$ cat src/rtl/slot_allocator_pkg.sv
// Shared width helpers and slot id type for the slot allocator.
package slot_allocator_pkg;

  // Slot id width for an N-slot pool (at least one bit).
  function automatic int id_w(input int n);
    return (n <= 2) ? 1 : $clog2(n);
  endfunction

  // Free-count width: must hold the value N itself.
  function automatic int cnt_w(input int n);
    return $clog2(n) + 1;
  endfunction

  localparam int N_SLOTS_DEF = 8;
  localparam int ID_W_DEF    = id_w(N_SLOTS_DEF);
  localparam int CNT_W_DEF   = cnt_w(N_SLOTS_DEF);

  typedef logic [ID_W_DEF-1:0]  slot_id_t;
  typedef logic [CNT_W_DEF-1:0] slot_cnt_t;

endpackage

$ cat src/rtl/slot_allocator_if.sv
// Allocation / release / status bundle between the allocator and its consumer.
interface slot_allocator_if
  import slot_allocator_pkg::*;
#(
  parameter int N_SLOTS = 8
);
  localparam int ID_W  = id_w(N_SLOTS);
  localparam int CNT_W = cnt_w(N_SLOTS);

  logic             i_flush;
  logic             o_alloc_valid;
  logic [ID_W-1:0]  o_alloc_id;
  logic             i_alloc_ready;
  logic             i_free_valid;
  logic [ID_W-1:0]  i_free_id;
  logic [CNT_W-1:0] o_free_count;
  logic             o_all_busy;
  logic             o_err_double_free;

  modport slave (
    input  i_flush, i_alloc_ready, i_free_valid, i_free_id,
    output o_alloc_valid, o_alloc_id, o_free_count, o_all_busy, o_err_double_free
  );

  modport master (
    output i_flush, i_alloc_ready, i_free_valid, i_free_id,
    input  o_alloc_valid, o_alloc_id, o_free_count, o_all_busy, o_err_double_free
  );
endinterface

$ cat src/rtl/slot_allocator_ffs.sv
// Find-first-set encoder: bit N-1 is candidate 0, so the result is the
// lowest-numbered candidate whose bit is set.
module ffs_tree
  import slot_allocator_pkg::*;
#(
  parameter int N_CANDIDATES = 8
) (
  input  logic [N_CANDIDATES-1:0]         req_i,
  output logic                            valid_o,
  output logic [id_w(N_CANDIDATES)-1:0]   idx_o
);
  localparam int IDX_W = id_w(N_CANDIDATES);

  // Scan from highest candidate down so the lowest set candidate wins.
  always_comb begin
    valid_o = |req_i;
    idx_o   = '0;
    for (int k = N_CANDIDATES - 1; k >= 0; k--) begin
      if (req_i[N_CANDIDATES-1-k]) idx_o = IDX_W'(k);
    end
  end
endmodule

$ cat src/rtl/slot_allocator.sv
// Registered free-slot allocator: busy bitmap, FFS-based offer of the
// lowest free slot, releases from consumers, sticky double-free flag.
module slot_allocator
  import slot_allocator_pkg::*;
#(
  parameter int N_SLOTS = 8
) (
  input  logic            clk,
  input  logic            rstn,
  slot_allocator_if.slave bus
);
  localparam int ID_W  = id_w(N_SLOTS);
  localparam int CNT_W = cnt_w(N_SLOTS);
  localparam logic [N_SLOTS-1:0] MSB_ONE = {1'b1, {(N_SLOTS-1){1'b0}}};

  // free bitmap: slot k lives at bit N_SLOTS-1-k, 1 = free
  logic [N_SLOTS-1:0] free_q, free_d;
  logic               valid_q, valid_d;
  logic [ID_W-1:0]    id_q, id_d;
  logic [CNT_W-1:0]   cnt_q, cnt_d;
  logic               busy_q, busy_d;
  logic               err_q, err_d;

  logic               fire;
  logic               rel_hit_free;
  logic               free_ok;
  logic               dbl_free;
  logic [N_SLOTS-1:0] fire_mask;
  logic [N_SLOTS-1:0] rel_mask;
  logic               ffs_valid;
  logic [ID_W-1:0]    ffs_idx;

  assign fire         = valid_q & bus.i_alloc_ready;
  assign fire_mask    = MSB_ONE >> id_q;
  assign rel_mask     = MSB_ONE >> bus.i_free_id;
  // The slot currently on offer is still free, so releasing it is a double free.
  assign rel_hit_free = |(free_q & rel_mask);
  assign free_ok      = bus.i_free_valid & ~rel_hit_free;
  assign dbl_free     = bus.i_free_valid &  rel_hit_free;

  // Next bitmap, count and error flag; flush overrides alloc and free.
  always_comb begin
    free_d = free_q;
    cnt_d  = cnt_q;
    err_d  = err_q;
    if (bus.i_flush) begin
      free_d = '1;
      cnt_d  = CNT_W'(N_SLOTS);
    end else begin
      if (fire)     free_d = free_d & ~fire_mask;
      if (free_ok)  free_d = free_d | rel_mask;
      if (dbl_free) err_d  = 1'b1;
      cnt_d = cnt_q - CNT_W'(fire) + CNT_W'(free_ok);
    end
  end

  ffs_tree #(
    .N_CANDIDATES (N_SLOTS)
  ) u_ffs (
    .req_i   (free_d),
    .valid_o (ffs_valid),
    .idx_o   (ffs_idx)
  );

  // Offer derived from the next bitmap; the id holds when nothing is free.
  always_comb begin
    valid_d = ffs_valid;
    busy_d  = ~ffs_valid;
    id_d    = ffs_valid ? ffs_idx : id_q;
  end

  // State and registered outputs.
  always_ff @(posedge clk or negedge rstn) begin
    if (!rstn) begin
      free_q  <= '1;
      valid_q <= 1'b0;
      id_q    <= '0;
      cnt_q   <= CNT_W'(N_SLOTS);
      busy_q  <= 1'b0;
      err_q   <= 1'b0;
    end else begin
      free_q  <= free_d;
      valid_q <= valid_d;
      id_q    <= id_d;
      cnt_q   <= cnt_d;
      busy_q  <= busy_d;
      err_q   <= err_d;
    end
  end

  assign bus.o_alloc_valid     = valid_q;
  assign bus.o_alloc_id        = id_q;
  assign bus.o_free_count      = cnt_q;
  assign bus.o_all_busy        = busy_q;
  assign bus.o_err_double_free = err_q;
endmodule

$ cat src/flat_wrapper.sv
// flat-port wrapper written by rule: the top's interface ports become plain ports
module slot_allocator_flat import slot_allocator_pkg::*;
#(
  parameter int N_SLOTS = 8
)
  (clk, rstn, bus_i_flush, bus_i_alloc_ready, bus_i_free_valid, bus_i_free_id, bus_o_alloc_valid, bus_o_alloc_id, bus_o_free_count, bus_o_all_busy, bus_o_err_double_free);
  slot_allocator_if #(.N_SLOTS(N_SLOTS)) bus_i ();
  input  logic clk;
  input  logic rstn;
  input wire logic [$bits(bus_i.i_flush)-1:0] bus_i_flush;
  input wire logic [$bits(bus_i.i_alloc_ready)-1:0] bus_i_alloc_ready;
  input wire logic [$bits(bus_i.i_free_valid)-1:0] bus_i_free_valid;
  input wire logic [$bits(bus_i.i_free_id)-1:0] bus_i_free_id;
  output wire logic [$bits(bus_i.o_alloc_valid)-1:0] bus_o_alloc_valid;
  output wire logic [$bits(bus_i.o_alloc_id)-1:0] bus_o_alloc_id;
  output wire logic [$bits(bus_i.o_free_count)-1:0] bus_o_free_count;
  output wire logic [$bits(bus_i.o_all_busy)-1:0] bus_o_all_busy;
  output wire logic [$bits(bus_i.o_err_double_free)-1:0] bus_o_err_double_free;
  assign bus_i.i_flush = bus_i_flush;
  assign bus_i.i_alloc_ready = bus_i_alloc_ready;
  assign bus_i.i_free_valid = bus_i_free_valid;
  assign bus_i.i_free_id = bus_i_free_id;
  assign bus_o_alloc_valid = bus_i.o_alloc_valid;
  assign bus_o_alloc_id = bus_i.o_alloc_id;
  assign bus_o_free_count = bus_i.o_free_count;
  assign bus_o_all_busy = bus_i.o_all_busy;
  assign bus_o_err_double_free = bus_i.o_err_double_free;
  slot_allocator #(.N_SLOTS(N_SLOTS)) u_core (.clk(clk), .rstn(rstn), .bus(bus_i));
endmodule
$ cat config.mk
export PLATFORM = sky130hd
export DESIGN_NAME = slot_allocator_flat
export DESIGN_NICKNAME = d
export VERILOG_FILES = /design/src/rtl/slot_allocator_pkg.sv /design/src/rtl/slot_allocator_if.sv /design/src/rtl/slot_allocator_ffs.sv /design/src/rtl/slot_allocator.sv /design/src/flat_wrapper.sv
export SDC_FILE = /design/constraint.sdc
export NUM_CORES = 1
export LEC_CHECK = 0
export CELL_PAD_IN_SITES_DETAIL_PLACEMENT = 2
export CELL_PAD_IN_SITES_GLOBAL_PLACEMENT = 2
export CORE_AREA = 2 2 63 65
export DETAILED_ROUTE_END_ITERATION = 12
export DIE_AREA = 0 0 65 67
export HOLD_SLACK_MARGIN = 0.08
export PLACE_DENSITY = 0.83
export SLEW_MARGIN = 10
export SYNTH_ARGS = -nofsm -noshare
export SYNTH_HDL_FRONTEND = slang
export SYNTH_SLANG_ARGS = --single-unit
$ cat constraint.sdc
create_clock -name clk -period 2.83 [get_ports clk]
set_input_delay 0.4245 -clock clk [delete_from_list [all_inputs] [get_ports clk]]
set_output_delay 0.4245 -clock clk [all_outputs]
set_load 0.005 [all_outputs]
## Word-level counts from Yosys, hierarchy flattened

Cells that the tools add are included.

| operators by class | value |
|---|---|
| $add $sub $neg | 2 |
| shift operators | 2 |
| multiplexer cells | 13 |
| bitwise operators | 10 |
| reductions and logical operators | 3 |

Operators with widths:

| cell | number |
|---|---|
| 8-bit two-way mux | 4 |
| 3-bit two-way mux | 8 |
| 8-bit AND | 2 |
| 8-bit OR reduction | 2 |
| 8-bit by 3-bit >> shifter with 8-bit output (first input constant) | 2 |
| 8-bit NOT | 1 |
| 8-bit OR | 1 |
| 4-bit by 1-bit adder with 4-bit output | 1 |
| 4-bit two-way mux | 1 |
| 4-bit by 1-bit subtractor with 4-bit output | 1 |
| 1-bit AND | 3 |
| 1-bit NOT | 3 |
| 2-bit AND reduction | 1 |

| word-level totals | value |
|---|---|
| bits in registers | 18 |
| bits of input ports | 8 |
| word-level logic and storage cells | 36 |

## Logic depth before layout (Yosys ltp)

| depth | value |
|---|---|
| depth in word-level cells | 16 |
| depth in mapped cells | 11 |
| mapped depth without buffers | 10 |

## Cells and area by module

A second synthesis with hierarchy kept.

| unflattened totals | value |
|---|---|
| cells, all modules | 94 |
| area, all modules | 1027.2 µm² |

Modules (own cells, without submodules):

| module | instances | cells each | area each (µm²) |
|---|---|---|---|
| slot_allocator | 1 | 81 | 945.9 |
| ffs_tree | 1 | 13 | 81.3 |

## Worst setup path after synthesis

OpenSTA, ideal clock, no wires.

| timing | value |
|---|---|
| kind | in2reg |
| start point | in bus_i_free_id[2] |
| end point | reg u_core.cnt_q[1], in the netlist u_core.bus.o_free_count[1] |
| setup time | 132 ps |
| data arrival time | 2075 ps |
| setup slack | 623 ps |
| stages on the path | 8 |
| path buffers | 1 |
| path through | buf_2 -> mux2_2 -> a32oi_1 -> o311ai_0 -> nor2_1 -> ha_1 -> fa_1 -> nor2b_1 |

| on the way | value |
|---|---|
| longest elaborated chain between the ends | 7 |

Ends and longest elaborated chain:

| element | line | text |
|---|---|---|
| start, declared | flat_wrapper.sv:13 | `input wire logic [$bits(bus_i.i_free_id)-1:0] bus_i_free_id;` |
| 8-bit by 3-bit >> shifter with 8-bit output | slot_allocator.sv:35 | `assign rel_mask = MSB_ONE >> bus.i_free_id;` |
| 8-bit AND | slot_allocator.sv:37 | `assign rel_hit_free = \|(free_q & rel_mask);` |
| 8-bit OR reduction | slot_allocator.sv:37 |  |
| 1-bit NOT | slot_allocator.sv:38 | `assign free_ok = bus.i_free_valid & ~rel_hit_free;` |
| 1-bit AND | slot_allocator.sv:38 |  |
| 4-bit by 1-bit adder with 4-bit output | slot_allocator.sv:53 | `cnt_d = cnt_q - CNT_W'(fire) + CNT_W'(free_ok);` |
| 4-bit two-way mux | slot_allocator.sv:46 | `if (bus.i_flush) begin` |
| named net u_core.cnt_d[1] | slot_allocator.sv:20 | `logic [CNT_W-1:0] cnt_q, cnt_d;` |
| end signal, assigned | slot_allocator.sv:78 | `cnt_q <= CNT_W'(N_SLOTS);` |
| end signal, assigned | slot_allocator.sv:85 | `cnt_q <= cnt_d;` |
| end, declared | slot_allocator.sv:20 |  |

The timed path passes the listed nets, and every way through them passes these cells.
A chain may end at the register's enable or synchronous reset.

## Worst setup path after layout

| timing | value |
|---|---|
| start point | in bus_i_free_id[0] |
| end point | reg u_core.cnt_q[1], in the netlist u_core.bus.o_free_count[1] |

Same word-level chain as after synthesis.

==> impl_metrics.ini <==
[setup_path]
timing.critical_path.buf_inv = 1
arrival_ps = 2690
cp_top_family = adder cells
cpPeakStageDelay_ps = 490
r2r_slack_ps = 610
cp-end-kind = register
r2r_start = u_core.free_q[0]
crit_path_start_kind = primary input
critPathRequiredTime_ps = 2980
crit_type = in2reg
crit_fanout = 2
timing.rr.end = u_core.bus.o_free_count[1]
crit_chain = clkdlybuf4s50_1 -> mux2_2 -> a32oi_1 -> o311ai_0 -> nor2_1 -> ha_1 -> fa_1 -> nor2b_1
cpMaxStageDelayCell = clkdlybuf4s50_1
rr_worst_depth = 7

[synthesis]
synth-edff-count = 0
syn_area_per_cell_um2 = 9.862
yosys-top-cells-area = dfstp_2 (20%), dfrtp_1 (19%), ha_1 (4.3%)
async_flop_share_pct = 100.0
synth_top_family_by_area = simple AND/OR/NAND/NOR gates
netlist-cell-type-count = 51
synth_area_mm2 = 0.001174
synth_compound_area_share_pct = 18.34
synth_fa_ha_area_share_pct = 5.970
yosysSeqAreaShare_pct = 39.34
synthXorXnorAreaFrac_pct = 2.239
synthCells = 119
synthSimpleGateAreaFrac_pct = 24.31
yosysTopAreaCell = dfstp_2
synth_top_area_share_pct = 20.15
ys.flop_type = dfstp_2
synthMuxAreaShare_pct = 4.051
synth_seq_cells = 18
synth.yosys.warnings = 0
synth_fp_nets = 132

[route]
vias = 1016
drt_iter0_drc = 36
ant_nets = 0
drc = 0
drt_wl_total_um = 3658
viasPerCell = 5.433
dr.pass1.iters = 4
avgRoutedWirePerCell_um = 19.56

[cts]
hold_buffers = 0
path_clk_slew_ps = 80
cts_num_sinks = 18
max-clock-path-buffers = 2
cts_tree = yes
clk_latency_ps = 260
cts_buffers = 3
htree_levels = 1
root_buffer = clkbuf_8
post_cts_resized = 0
cts_setup_buffers = 0

[cells_and_area]
final_common_cell = clkdlybuf4s50_1
fin_area_mm2 = 0.001463
most-common-layout-cells = clkdlybuf4s50_1 (17), inv_1 (11), dfrtp_1 (9), dfstp_2 (9), nor2_1 (8)
fill_cells = 396
n_antenna_cell = 0
finalNetCount = 153
drive_gt1_share_pct = 22.30
multi_input_area_um2 = 644.4
regArea_um2 = 461.7
area_growth_pct = 24.63

[floorplan]
die_w_um = 65
core_mm2 = 0.003606
die_h_um = 67
pin_count = 18
start_util_pct = 32.55
dieArea_mm2 = 0.004355
rows = 22

[grt]
grt_pass1_wl_um = 6141
overflow = 0
grt_pass1_vias = 1176
antenna_found_initial = 0
grt_max_degree = 19
grt_use_total_pct = 19.10

[sta]
maxSlewViolCount = 0
fmax_ghz = 0.3947
fin_tns_setup_ps = 0
period_needed_ps = 2533
rsz0062_at_grt = false
hold_ws_ps = 478.9
finalSetupViolations = 0
tightest_slew_ps = 859.1
fin_ws_ps = 296.7
fin_crit_sh_pct = 89.52
relSlewSlack_pct = 42.55
skew_ps = 4.649
hold_viol_final = 0

[pwr]
comb_power_share_pct = 30.4
leakage_nw = 0.5660
vdd_drop_max_uv = 259.0
p_sw_share_pct = 30.13
clockPowerShare_pct = 28.8
p_sw_mw = 0.2301
p_seq_share_pct = 40.8
p_int_mw = 0.5337
power_density_mw_per_mm2 = 522.2

[hold_path]
hold_path.class = reg2reg
hold-path-endpoint = u_core.bus.o_err_double_free
hold_start = u_core.bus.o_err_double_free
holdPathStages = 1

[run_status]
status = completed

[placed_design]
hpwlAfterDp_um = 2769
dpl_cell_area_mm2 = 0.001408
portBuffers = 17
place.gp.congestion = 0.8065
dp_slack_ps = -2.332

[run]
maxCapViolCount = 0
==> power groups by stage <==
stage | registers [mW] | clock network, mW | logic, mW
5_1_grt | 0.317 | 0.236 | 0.263
6_report | 0.312 | 0.220 | 0.232
2_1_floorplan | 0.311 | 0 | 0.139
3_5_place_dp | 0.317 | 0 | 0.238
4_1_cts | 0.313 | 0.225 | 0.240
3_3_place_gp | 0.315 | 0 | 0.219
==> cell families (layout without fill, tap and decap cells) <==
kind of cell / Yosys count / count (layout)
flops: 18 / 18
buf+inv: 16 / 36
xor+xnor: 3 / 3
compound gates: 26 / 26
fa+ha+maj: 5 / 5
simple gates: 47 / 47
mux: 4 / 4
==> Yosys cell counts, types with 3 or more instances <==
cell	n
a21oi_1	3
buf_2	3
dfrtp_1	9
dfstp_2	9
ha_1	4
inv_1	11
nand2_1	7
nor2_1	8
nor2b_1	4
nor3_1	4
nor4_1	3
o22ai_1	3
or3_1	3
==> metal layers <==
metal | global-route usage (%) | share of wire, % | vias up
li1 | - | - | 477
met1 | 23.98 | 44 | 512
met2 | 32.86 | 51 | 17
met3 | 2.872 | 2.3 | 10
met4 | 7.447 | 2.5 | 0
met5 | 0 | 0 | -
==> worst max path at each step <==
stage,depth (start not counted),startpoint,endpoint,slack (ps)
after detailed placement,8,bus_i_free_id[0],u_core.bus.o_free_count[1],-2
after floorplan,8,bus_i_free_id[2],u_core.bus.o_free_count[1],620
after CTS,8,bus_i_free_id[0],u_core.bus.o_free_count[1],270
after global routing,8,bus_i_free_id[0],u_core.bus.o_free_count[1],130
final,8,bus_i_free_id[0],u_core.bus.o_free_count[1],300
after global placement,8,bus_i_free_id[0],u_core.bus.o_free_count[1],150
==> final cells by class <==
cell class / instances / share of cell area [%]
Sequential cell: 18 / 31.57
Multi-Input combinational cell: 85 / 44.05
Inverter: 11 / 2.823
Timing Repair Buffer: 21 / 13.69
Clock buffer: 4 / 3.764
Tap cell: 48 / 4.106
==> state kept, by name (all words and copies together), names as in the netlist <==
register and cells:
u_core.bus.o_alloc_valid 1, u_core.free_q 8, u_core.bus.o_alloc_id 3, u_core.bus.o_free_count 4, u_core.bus.o_all_busy 1, u_core.bus.o_err_double_free 1
==> stage by stage <==
stage	power [mW]	util, %	std cells
after CTS	0.7771	40.56	187
final	0.7638	40.56	187
after floorplan	0.4496	-	119
after detailed placement	0.5548	39.04	183
after global placement	0.5334	39.04	183
after global routing	0.8160	40.56	187
No activity file was read; power rests on OpenSTA's default activity.
